## src/rtl/memory_stage.sv

```systemverilog
// MEM stage of the five-stage MIPS pipeline: performs LW/SW data-bus accesses through a
// request/response handshake, passes other instructions through with one cycle of latency,
// and exposes a forwarding tap on the Writeback record.
//
// Record layouts, MSB first:
//   in_m  [120:0] = {dst_e[4:0], dst_m[4:0], val_a[31:0], val_e[31:0], stat[2:0],
//                    opcode[5:0], funct[5:0], pc[31:0]}
//   out_w [108:0] = {dst_e[4:0], dst_m[4:0], val_e[31:0], val_m[31:0], stat[2:0], pc[31:0]}
module memory_stage (
    input  logic         clk,
    input  logic         reset,
    input  logic         in_valid,
    output logic         in_ready,
    input  logic [120:0] in_m,
    output logic         out_valid,
    input  logic         out_ready,
    output logic [108:0] out_w,
    output logic         dreq_valid,
    output logic [31:0]  dreq_addr,
    output logic [3:0]   dreq_strobe,
    output logic [31:0]  dreq_data,
    input  logic         dresp_addr_ok,
    input  logic         dresp_data_ok,
    input  logic [31:0]  dresp_data,
    output logic         fwd_valid,
    output logic [4:0]   fwd_dst,
    output logic [31:0]  fwd_val
);

    typedef struct packed {
        logic [4:0]  dst_e;
        logic [4:0]  dst_m;
        logic [31:0] val_a;
        logic [31:0] val_e;
        logic [2:0]  stat;
        logic [5:0]  opcode;
        logic [5:0]  funct;
        logic [31:0] pc;
    } plr_m_t;

    typedef struct packed {
        logic [4:0]  dst_e;
        logic [4:0]  dst_m;
        logic [31:0] val_e;
        logic [31:0] val_m;
        logic [2:0]  stat;
        logic [31:0] pc;
    } plr_w_t;

    typedef enum logic [1:0] {StIdle = 2'd0, StAddr = 2'd1, StData = 2'd2} state_e;

    localparam logic [5:0] OpLw    = 6'h23;
    localparam logic [5:0] OpSw    = 6'h2b;
    localparam logic [2:0] StatAdr = 3'd3;

    plr_m_t in_rec;
    plr_m_t cur_q;
    plr_w_t out_q, out_d;
    state_e state_q, state_d;
    logic   out_valid_q, out_valid_d;
    logic   out_lw_q, out_lw_d;
    logic   in_is_mem, in_aligned, accept, start_mem, complete, cur_is_lw;

    assign in_rec     = in_m;
    assign in_is_mem  = (in_rec.opcode == OpLw) || (in_rec.opcode == OpSw);
    assign in_aligned = (in_rec.val_e[1:0] == 2'b00);
    assign accept     = in_valid && in_ready;
    assign start_mem  = accept && in_is_mem && in_aligned;
    assign cur_is_lw  = (cur_q.opcode == OpLw);
    assign complete   = ((state_q == StAddr) && dresp_addr_ok && dresp_data_ok) ||
                        ((state_q == StData) && dresp_data_ok);

    // funct never influences the MEM stage; sink it to keep lint quiet
    logic unused_funct;
    assign unused_funct = ^{in_rec.funct, cur_q.funct};

    // FSM state register
    always_ff @(posedge clk) begin
        if (reset) state_q <= StIdle;
        else       state_q <= state_d;
    end

    // FSM next-state logic; bus responses in IDLE are ignored
    always_comb begin
        state_d = state_q;
        unique case (state_q)
            StIdle: if (start_mem) state_d = StAddr;
            StAddr: begin
                if (dresp_addr_ok && dresp_data_ok) state_d = StIdle;
                else if (dresp_addr_ok)             state_d = StData;
            end
            StData: if (dresp_data_ok) state_d = StIdle;
            default: state_d = StIdle;
        endcase
    end

    // FSM outputs: handshake and bus request, held stable from cur_q while in ADDR
    always_comb begin
        in_ready    = (state_q == StIdle) && (!out_valid_q || out_ready);
        dreq_valid  = 1'b0;
        dreq_addr   = '0;
        dreq_strobe = '0;
        dreq_data   = '0;
        if (state_q == StAddr) begin
            dreq_valid = 1'b1;
            dreq_addr  = cur_q.val_e;
            if (!cur_is_lw) begin
                dreq_strobe = 4'hF;
                dreq_data   = cur_q.val_a;
            end
        end
    end

    // Captured memory instruction, held for the whole bus transaction
    always_ff @(posedge clk) begin
        if (reset)          cur_q <= '0;
        else if (start_mem) cur_q <= in_rec;
    end

    // Writeback record next value: drain, then overlay a fresh load if one happens
    always_comb begin
        out_d       = out_q;
        out_valid_d = out_valid_q;
        out_lw_d    = out_lw_q;
        if (out_valid_q && out_ready) out_valid_d = 1'b0;
        if (accept && !start_mem) begin
            out_d.dst_e = in_rec.dst_e;
            out_d.dst_m = in_rec.dst_m;
            out_d.val_e = in_rec.val_e;
            out_d.val_m = '0;
            out_d.stat  = in_is_mem ? StatAdr : in_rec.stat;
            out_d.pc    = in_rec.pc;
            out_lw_d    = (in_rec.opcode == OpLw);
            out_valid_d = 1'b1;
        end else if (complete) begin
            out_d.dst_e = cur_q.dst_e;
            out_d.dst_m = cur_q.dst_m;
            out_d.val_e = cur_q.val_e;
            out_d.val_m = cur_is_lw ? dresp_data : '0;
            out_d.stat  = cur_q.stat;
            out_d.pc    = cur_q.pc;
            out_lw_d    = cur_is_lw;
            out_valid_d = 1'b1;
        end
    end

    // Writeback record register
    always_ff @(posedge clk) begin
        if (reset) begin
            out_q       <= '0;
            out_valid_q <= 1'b0;
            out_lw_q    <= 1'b0;
        end else begin
            out_q       <= out_d;
            out_valid_q <= out_valid_d;
            out_lw_q    <= out_lw_d;
        end
    end

    // Output record and forwarding tap
    always_comb begin
        out_w     = out_q;
        out_valid = out_valid_q;
        fwd_valid = out_valid_q;
        fwd_dst   = out_lw_q ? out_q.dst_m : out_q.dst_e;
        fwd_val   = out_lw_q ? out_q.val_m : out_q.val_e;
    end

endmodule
```

## config.mk

```make
export PLATFORM = sky130hd
export DESIGN_NAME = memory_stage
export DESIGN_NICKNAME = d
export VERILOG_FILES = /design/src/rtl/memory_stage.sv
export SDC_FILE = /design/constraint.sdc
export NUM_CORES = 1
export LEC_CHECK = 0
export CAP_MARGIN = 20
export CORE_ASPECT_RATIO = 0.6
export CORE_UTILIZATION = 48
export DETAILED_ROUTE_END_ITERATION = 7
export GPL_TIMING_DRIVEN = 1
export HOLD_SLACK_MARGIN = 0.02
export PLACE_DENSITY_LB_ADDON = 0.15
export SLEW_MARGIN = 10
export SYNTH_ARGS = -nofsm -noshare
export SYNTH_HDL_FRONTEND = slang
export SYNTH_SLANG_ARGS = --single-unit
```

## constraint.sdc

```tcl
create_clock -name clk -period 2.9 [get_ports clk]
set_input_delay 0.58 -clock clk [delete_from_list [all_inputs] [get_ports clk]]
set_output_delay 0.58 -clock clk [all_outputs]
set_load 0.01 [all_outputs]
```

Word-level counts from Yosys, hierarchy flattened
Cells that the tools add are included.
{"block": "totals", "reg_bits": 228, "output_inout_bits": 218, "word_cells": 67}
{"block": "op_classes", "n_eq_ne": 8, "muxes": 22, "n_reduce_logical": 21}
{"cell": "109-bit two-way mux", "n": 2}
{"cell": "32-bit two-way mux", "n": 5}
{"cell": "6-bit == test (second input constant)", "n": 3}
{"cell": "1-bit logical AND", "n": 10}
{"cell": "2-bit two-way mux", "n": 4}
{"cell": "4-bit two-way mux", "n": 2}
{"cell": "1-bit two-way mux", "n": 6}
{"cell": "2-bit one-hot mux with 3 select lines", "n": 1}
{"cell": "5-bit two-way mux", "n": 1}
{"cell": "2-bit logical NOT", "n": 2}
{"cell": "2-bit inequality test (second input constant)", "n": 2}
{"cell": "1-bit logical OR", "n": 3}
{"cell": "3-bit two-way mux", "n": 1}
{"cell": "3-bit inequality test (second input constant)", "n": 1}
{"cell": "3-bit AND reduction", "n": 1}
{"cell": "3-bit nonzero test", "n": 1}
{"cell": "2-bit by 1-bit == test with 1-bit output (second input constant)", "n": 1}
{"cell": "2-bit == test (second input constant)", "n": 1}
{"cell": "1-bit logical NOT", "n": 2}
{"cell": "2-bit nonzero test", "n": 1}
{"cell": "2-bit OR reduction", "n": 1}

Logic depth before layout (Yosys ltp)
Gate-level depths: netlist (run 1).
{"block": "depth", "ltp_word": 9, "ltp_mapped": 7, "depth_no_buf": 4}

Worst setup path after synthesis (run 1)
OpenSTA, ideal clock, no wires.
{"block": "synth_timing", "path_kind": "reg2out", "startpoint": "reg state_q[0]", "endpoint": "out dreq_data[22]", "arrival_time_ps": 1473, "required_time_ps": 2320, "path_slack_ps": 847, "stages_incl_launch_ff": 5, "path_cell_list": "dfxtp_1 nor2b_1 nor2b_1 clkbuf_1 and2_1"}
{"block": "synth_between", "elab_chain_cells": 2}
{"element": "start: declaration", "line_no": "59", "rtl": "state_e state_q, state_d;"}
{"element": "start signal: assignment", "line_no": "79", "rtl": "if (reset) state_q <= StIdle;"}
{"element": "start signal: assignment", "line_no": "80", "rtl": "else state_q <= state_d;"}
{"element": "2-bit by 1-bit == test with 1-bit output", "line_no": "104", "rtl": "if (state_q == StAddr) begin"}
{"element": "32-bit two-way mux", "line_no": "104"}
{"element": "end: declaration", "line_no": "21", "rtl": "output logic [31:0] dreq_data,"}
Every way passes these cells.

Worst setup path after layout (run 1)
{"block": "layout_timing", "startpoint": "reg state_q[0]", "endpoint": "out dreq_addr[27]"}
{"block": "layout_between", "elab_chain_cells": 2}
{"element": "2-bit by 1-bit == test with 1-bit output", "line_no": "104"}
{"element": "32-bit two-way mux", "line_no": "104"}
{"element": "end: declaration", "line_no": "19", "rtl": "output logic [31:0] dreq_addr,"}
Every way passes these cells.

==> load_flow_metrics.sql, run 1 <==
INSERT INTO impl_metrics (metric_group, metric, value, unit) VALUES
('run_status', 'outcome', 'finished, final reports clean', ''),
('pwr', 'total_power', '7.52', 'mW'),
('sta', 'max-slew-margin-rel', '0.624', ''),
('placed_design', 'globalplace.congestion', '0.814', ''),
('global_route', 'grt_start_max_net_pins', '84', ''),
('synth', 'postSynthRegisterBits', '228', ''),
('synth', 'synth_cell_type_count', '39', ''),
('global_route', 'grt.overflow.total', '0', ''),
('drt', 'drtPass1Iterations', '5', ''),
('synth', 'post_synth.cell_area_avg', '9.10', 'sq um'),
('pwr', 'power.ir.vdd_worst', '0.358', 'mV'),
('placed_design', 'placed_cells_incl_taps', '1714', ''),
('sta', 'report.final.setup_viol', '0', ''),
('sta', 'setup_repair_after_global_routing_missed_its_margin', 'no', ''),
('sta', 'final.setup_skew', '0.0142', 'ns'),
('placed_design', 'io_buffers', '370', ''),
('final_layout', 'layout-drive-gt1-share', '0.138', ''),
('global_route', 'number_of_global_route_vias_before_repair', '10100', ''),
('placed_design', 'place_hpwl', '22400', 'microns'),
('cts', 'clk_latency', '0.52', 'ns'),
('final_layout', 'area_growth', '43.5', '%'),
('drt', 'first_iter_violations', '807', ''),
('sta', 'slew_viol_final', '0', ''),
('global_route', 'grt_pass1_wl', '57200', 'microns'),
('global_route', 'antenna_violations_before_repair', '2', ''),
('drt', 'route.detailed.drc', '0', ''),
('synth', 'ys_top_cells_by_area', 'sky130_fd_sc_hd__dfxtp_1 (42%), sky130_fd_sc_hd__a311oi_1 (9.0%), sky130_fd_sc_hd__a31o_2 (6.5%)', ''),
('synth', 'synth_cells', '1182', ''),
('floorplanning', 'chipWidth', '195', 'microns'),
('final_layout', 'finish.cell_count_without_fillers', '1755', ''),
('pwr', 'leakagePower', '5.13', 'nW'),
('drt', 'routed_wirelength', '36500', 'microns'),
('sta', 'worst_margin_pin_slew', '0.564', 'ns'),
('setup_path', 'critical_path.top_delay_family', 'buffers and inverters', ''),
('drt', 'post_drt_via_cell_ratio', '6.15', ''),
('setup_path', 'critPathSlowestCell', 'sky130_fd_sc_hd__clkdlybuf4s50_1', ''),
('drt', 'vias', '10800', ''),
('setup_path', 'cp_data_required_time', '2.32', 'ns'),
('drt', 'wire_length_per_cell', '20.8', 'microns'),
('floorplanning', 'io_pins', '377', ''),
('sta', 'final_min_period_over_clock_period', '0.964', ''),
('cts', 'cts_inserted_buffers', '22', ''),
('sta', 'fmax', '358', 'MHz'),
('pwr', 'power.density_cell_area', '487', 'nW/um^2'),
('floorplanning', 'die-area', '23000', 'sq um'),
('cts', 'clock_sinks', '228', ''),
('setup_path', 'timing.critical_path.cells', 'nor2b_2, buf_4, and2_1, clkdlybuf4s50_1', ''),
('cts', 'cts-root-buf', 'sky130_fd_sc_hd__clkbuf_16', ''),
('setup_path', 'cp-start-kind', 'flip-flop', ''),
('floorplanning', 'rows', '42', ''),
('synth', 'netlist_area', '10800', 'sq um'),
('sta', 'timing.setup.tns', '0', 'ns'),
('cts', 'clockBufferDepth', '3', ''),
('global_route', 'grtUsageTotal', '0.304', ''),
('cts', 'tritoncts', 'done', ''),
('sta', 'finalWorstSetupSlack', '0.103', 'ns'),
('synth', 'synth_largest_area_cell', 'sky130_fd_sc_hd__dfxtp_1', ''),
('floorplanning', 'floorplan.die.height', '118', 'microns'),
('synth', 'syn_nets', '1341', ''),
('cts', 'cts.repair_timing.setup_buffer_count', '0', ''),
('setup_path', 'arrival', '2.22', 'ns'),
('setup_path', 'slowest_delay', '0.59', 'ns'),
('synth', 'synth.yosys.seq_area_share', '0.424', ''),
('setup_path', 'crit_fanout', '34', ''),
('synth', 'synth_top_cell_area_share', '0.424', ''),
('cts', 'htree_levels', '1', ''),
('sta', 'hold_viol_final', '0', ''),
('cts', 'clkSlewWorstSetupHoldPaths', '0.07', 'ns'),
('run', 'cap_viol_max_count', '0', ''),
('cts', 'postCtsHoldBufs', '0', ''),
('placed_design', 'place_worst_setup_slack', '0.320', 'ns'),
('setup_path', 'cp.buffers_inverters', '2', ''),
('drt', 'ant_nets', '0', ''),
('setup_path', 'timing.critical_path.to_type', 'output port', ''),
('floorplanning', 'coreArea', '22000', 'sq um'),
('sta', 'finalCriticalPeriod', '2.80', 'ns'),
('floorplanning', 'floorplan.initialDensity', '0.489', ''),
('hold_path', 'hold_path_class', 'primary input to flip-flop', ''),
('synth', 'ys.warnings.count', '0', ''),
('final_layout', 'layout.nets', '1611', ''),
('setup_path', 'crit_type', 'flip-flop to output port', '');
-- cell families after synthesis --
group | share of synthesized area
AOI/OAI and AO/OA | 0.349
buffers and inverters | 0.109
DFF | 0.424
and+or+nand+nor | 0.0793
muxes | 0.0387
-- layout by cell type (no fill, tap or decap), drive strengths merged, types with 7 or more instances in the layout --
cell type / Yosys / routed
a21oi: 108 / 108
a311oi: 111 / 111
a31o: 108 / 108
a32oi: 73 / 73
and2: 66 / 66
and3: 7 / 7
buf: 67 / 33
clkbuf: 89 / 32
clkdlybuf4s50: 0 / 369
dfxtp: 228 / 228
inv: 110 / 110
mux2: 37 / 37
nand2: 72 / 72
o211ai: 73 / 73
-- power breakdown --
group | switching (mW) | internal, mW | total (mW)
sequential | 0.0606 | 3.20 | 3.26
combinational | 0.446 | 0.498 | 0.944
clock | 1.27 | 2.05 | 3.32
-- cell usage after synthesis, drive strengths merged --
cell and n:
buf 67, nor3 5, o31ai 1, and2 66
dfxtp 228, nor4 1, a21bo 1, a221oi 1
nand2b 3, a21boi 1, nand4b 1, mux2 37
a21oi 108, or3 1, a211oi 1, inv 110
a311oi 111, nand3b 1, or4 1, o21a 3
nor2 2, and3 7, clkbuf 89, o2bb2ai 1
o22ai 1, nand2 72, nand3 3, a31o 108
nor2b 3, o211ai 73, a22oi 1, a32oi 73
o221ai 1
-- worst paths after layout --
kind	cells after the start	start	end	slack (ns)
hold reg to reg	2	out_w[43]$_SDFFE_PP0N_	out_w[43]$_SDFFE_PP0N_	0.47
setup / recovery	4	state_q[0]$_SDFFE_PP0P_	dreq_addr[27]	0.10
hold / removal	2	reset	out_w[3]$_SDFFE_PP0P_	0.37
setup reg to reg	5	state_q[1]$_SDFFE_PP0P_	out_lw_q$_SDFFE_PP0P_	1.02
-- stage by stage --
step / hold slack (ns) / utilization / cell area, sq um
3_5_place_dp: 0.462 / 0.663 / 14600
5_1_grt: 0.361 / 0.701 / 15400
3_3_place_gp: 0.450 / 0.663 / 14600
4_1_cts: 0.347 / 0.701 / 15400
2_1_floorplan: 0.440 / - / 10800
6_report: 0.367 / 0.701 / 15400
-- registers in the layout (all words and copies together) (netlist names) --
signal,count
out_lw_q,1
out_w,109
fwd_valid,1
cur_q,115
state_q,2
-- worst register-to-register path, delay by kind of cell, from the launching register on --
| family | cells | cell delay [ns] |
|---|---|---|
| and+or+nand+nor | 2 | 0.55 |
| DFF | 1 | 0.34 |
| AOI/OAI and AO/OA | 2 | 0.54 |
| buffers and inverters | 1 | 0.37 |
-- metal layers --
metal | global-route usage | routed length [microns]
met1 | 0.427 | 15600
met3 | 0.0544 | 3030
met4 | 0.0979 | 1100
met2 | 0.472 | 16700
met5 | 0 | 11
-- repair_timing --
action / in CTS / in global routing
cloned: 0 / 0
setup endpoints to repair: 10 / 32
pin swaps: 0 / 0
gates resized for setup: 1 / 2
-- cell type report --
type	count	area [sq um]
Multi-Input combinational cell	688	5100
Fill cell	1726	6580
Antenna cell	1	2.50
Clock buffer	32	669
Sequential cell	228	4570
Clock inverter	8	169
Inverter	110	415
Timing Repair Buffer	402	4170
Tap cell	286	358
(Power assumes the default switching activity.)
==> run 2, diff against run 1 <==
--- a/config.mk
+++ b/config.mk
@@ -10,8 +10,9 @@
 export CORE_UTILIZATION = 48
 export DETAILED_ROUTE_END_ITERATION = 7
 export GPL_TIMING_DRIVEN = 1
-export HOLD_SLACK_MARGIN = 0.02
+export HOLD_SLACK_MARGIN = 0.08
 export PLACE_DENSITY_LB_ADDON = 0.15
+export SETUP_SLACK_MARGIN = 0.1
 export SLEW_MARGIN = 10
 export SYNTH_ARGS = -nofsm -noshare
 export SYNTH_HDL_FRONTEND = slang
==> run 2 against run 1 <==
Compared with the run above:
- sequential share of layout area about the same
- global-route usage about the same
- wire length up 0.23%
- clock power about the same
- first-iteration DRC count down 0.99%
- die area unchanged
- sequential cell count unchanged
- worst hold slack better by 0.0018 ns
- register-to-register slack about the same
- critical endpoint is now dreq_data[20]
==> load_flow_metrics.sql, run 2 (synthesis gave the netlist of run 1 again) <==
INSERT INTO impl_metrics (metric_group, metric, value, unit) VALUES
('run_status', 'outcome', 'finished, final reports clean', ''),
('floorplanning', 'floorplan.die.height', '118', 'microns'),
('floorplanning', 'chipWidth', '195', 'microns'),
('cts', 'clkSlewWorstSetupHoldPaths', '0.07', 'ns'),
('hold_path', 'hp-start', 'reset', ''),
('floorplanning', 'floorplan.initialDensity', '0.489', ''),
('hold_path', 'hold-path-endpoint', 'out_w[23]$_SDFFE_PP0P_', ''),
('setup_path', 'timing.reg2reg.setup_slack', '1.02', 'ns'),
('drt', 'drtPass1Iterations', '7', ''),
('global_route', 'grt_start_max_net_pins', '84', ''),
('drt', 'route.detailed.drc', '0', ''),
('final_layout', 'layout.cells.most_common_list', 'sky130_fd_sc_hd__clkdlybuf4s50_1 (368), sky130_fd_sc_hd__dfxtp_1 (227), sky130_fd_sc_hd__a311oi_1 (111)', ''),
('cts', 'htree_levels', '1', ''),
('placed_design', 'globalplace.congestion', '0.814', ''),
('final_layout', 'area_growth', '43.6', '%'),
('drt', 'wire_length_per_cell', '20.8', 'microns'),
('setup_path', 'arrival', '2.19', 'ns'),
('sta', 'final_min_period_over_clock_period', '0.957', ''),
('pwr', 'power.ir.vdd_worst', '0.361', 'mV'),
('floorplanning', 'rows', '42', ''),
('final_layout', 'largest_register_ffs', '115', ''),
('setup_path', 'crit_type', 'flip-flop to output port', ''),
('global_route', 'grt_pass1_wl', '57200', 'microns'),
('setup_path', 'crit_start', 'state_q[0]$_SDFFE_PP0P_', ''),
('pwr', 'total_power', '7.52', 'mW'),
('global_route', 'number_of_global_route_vias_before_repair', '10100', ''),
('setup_path', 'cp_data_required_time', '2.32', 'ns'),
('final_layout', 'layout-drive-gt1-share', '0.138', ''),
('drt', 'post_drt_via_cell_ratio', '6.17', ''),
('sta', 'final.setup_skew', '0.0129', 'ns'),
('setup_path', 'regToRegEndpoint', 'out_lw_q$_SDFFE_PP0P_', ''),
('global_route', 'grtUsageTotal', '0.304', ''),
('drt', 'first_iter_violations', '799', ''),
('sta', 'report.final.setup_viol', '0', ''),
('sta', 'worst_hold_slack', '0.369', 'ns'),
('sta', 'slew_viol_final', '0', ''),
('hold_path', 'hold_path_class', 'primary input to flip-flop', ''),
('cts', 'clockBufferDepth', '3', ''),
('pwr', 'leakagePower', '5.15', 'nW'),
('floorplanning', 'coreArea', '22000', 'sq um'),
('setup_path', 'timing.critical_path.to_type', 'output port', ''),
('hold_path', 'min_path_cells', '2', ''),
('pwr', 'power.density_cell_area', '486', 'nW/um^2'),
('cts', 'cts_inserted_buffers', '22', ''),
('drt', 'vias', '10800', ''),
('run', 'cap_viol_max_count', '0', ''),
('sta', 'finalWorstSetupSlack', '0.126', 'ns'),
('placed_design', 'placed_cells_incl_taps', '1714', ''),
('placed_design', 'place_hpwl', '22400', 'microns'),
('placed_design', 'place_worst_setup_slack', '0.320', 'ns'),
('sta', 'fmax', '360', 'MHz'),
('placed_design', 'post_dp_cell_area', '14600', 'sq um'),
('setup_path', 'rr_startpoint', 'state_q[1]$_SDFFE_PP0P_', ''),
('sta', 'max-slew-margin-rel', '0.629', ''),
('cts', 'cts-root-buf', 'sky130_fd_sc_hd__clkbuf_16', ''),
('drt', 'routed_wirelength', '36600', 'microns'),
('sta', 'timing.setup.tns', '0', 'ns'),
('cts', 'postCtsHoldBufs', '0', ''),
('final_layout', 'finish.cell_count_without_fillers', '1755', ''),
('cts', 'clock_sinks', '228', ''),
('final_layout', 'layout.nets', '1611', ''),
('setup_path', 'cp-start-kind', 'flip-flop', ''),
('setup_path', 'rr_worst_depth', '5', ''),
('floorplanning', 'die-area', '23000', 'sq um'),
('global_route', 'grt.overflow.total', '0', ''),
('sta', 'hold_viol_final', '0', ''),
('setup_path', 'crit_fanout', '36', ''),
('sta', 'setup_repair_after_global_routing_missed_its_margin', 'yes', ''),
('final_layout', 'top_register', 'cur_q', ''),
('sta', 'worst_margin_pin_slew', '0.556', 'ns'),
('drt', 'ant_nets', '0', ''),
('global_route', 'antenna_violations_before_repair', '2', ''),
('final_layout', 'post-route-cell-area', '15500', 'sq um'),
('final_layout', 'final_core_utilization', '0.702', ''),
('final_layout', 'final_common_cell', 'sky130_fd_sc_hd__clkdlybuf4s50_1', ''),
('placed_design', 'io_buffers', '370', ''),
('cts', 'tritoncts', 'done', ''),
('floorplanning', 'io_pins', '377', ''),
('sta', 'finalCriticalPeriod', '2.77', 'ns'),
('cts', 'clk_latency', '0.52', 'ns');
-- run 2: cell count changes in the layout (fill, tap and decap cells not counted), sizes merged --
cell / delta
clkdlybuf4s50: -1
dlymetal6s2s: +1
-- run 2: critical path, stage by stage, from the launching register on --
cell	delay, ns
sky130_fd_sc_hd__dfxtp_1	0.36
sky130_fd_sc_hd__nor2b_2	0.18
sky130_fd_sc_hd__nor2b_2	0.22
sky130_fd_sc_hd__buf_12	0.19
sky130_fd_sc_hd__and2_1	0.16
sky130_fd_sc_hd__clkdlybuf4s50_1	0.56
-- run 2: power by group --
| group | internal (mW) | switching [mW] | leakage, nW |
|---|---|---|---|
| sequential | 3.20 | 0.0604 | 1.85 |
| clock | 2.05 | 1.26 | 0.413 |
| combinational | 0.498 | 0.446 | 2.89 |
| total | 5.75 | 1.77 | 5.15 |
-- run 2: metal layers --
metal	global-route usage	share of wire
met5	0	0.00030
met4	0.0979	0.030
met3	0.0544	0.079
met2	0.473	0.46
met1	0.426	0.43
-- run 2: repair_timing --
action,CTS,global route
setup buffers,0,0
endpoints found under the setup margin,32,64
pin swaps,0,0
resized for setup,4,3
-- run 2: layout make-up --
type	instances	area, sq um
multi-input cells	688	5100
clock buffers	32	669
fillers	1722	6560
clock inverters	8	169
well taps	286	358
diodes	1	2.50
flip-flops and latches	228	4570
repair buffers	402	4180
inverters	110	415
-- run 2: worst max path at each step --
stage                        endpoint  slack, ns  depth (start not counted)
6_report                dreq_data[20]       0.13                          5
3_5_place_dp   cur_q[53]$_SDFFE_PP0P_       0.32                          6
5_1_grt                 dreq_data[16]       0.02                          5
3_3_place_gp   cur_q[54]$_SDFFE_PP0P_       0.35                          6
2_1_floorplan           dreq_data[22]       0.85                          4
4_1_cts                 dreq_addr[27]       0.10                          4
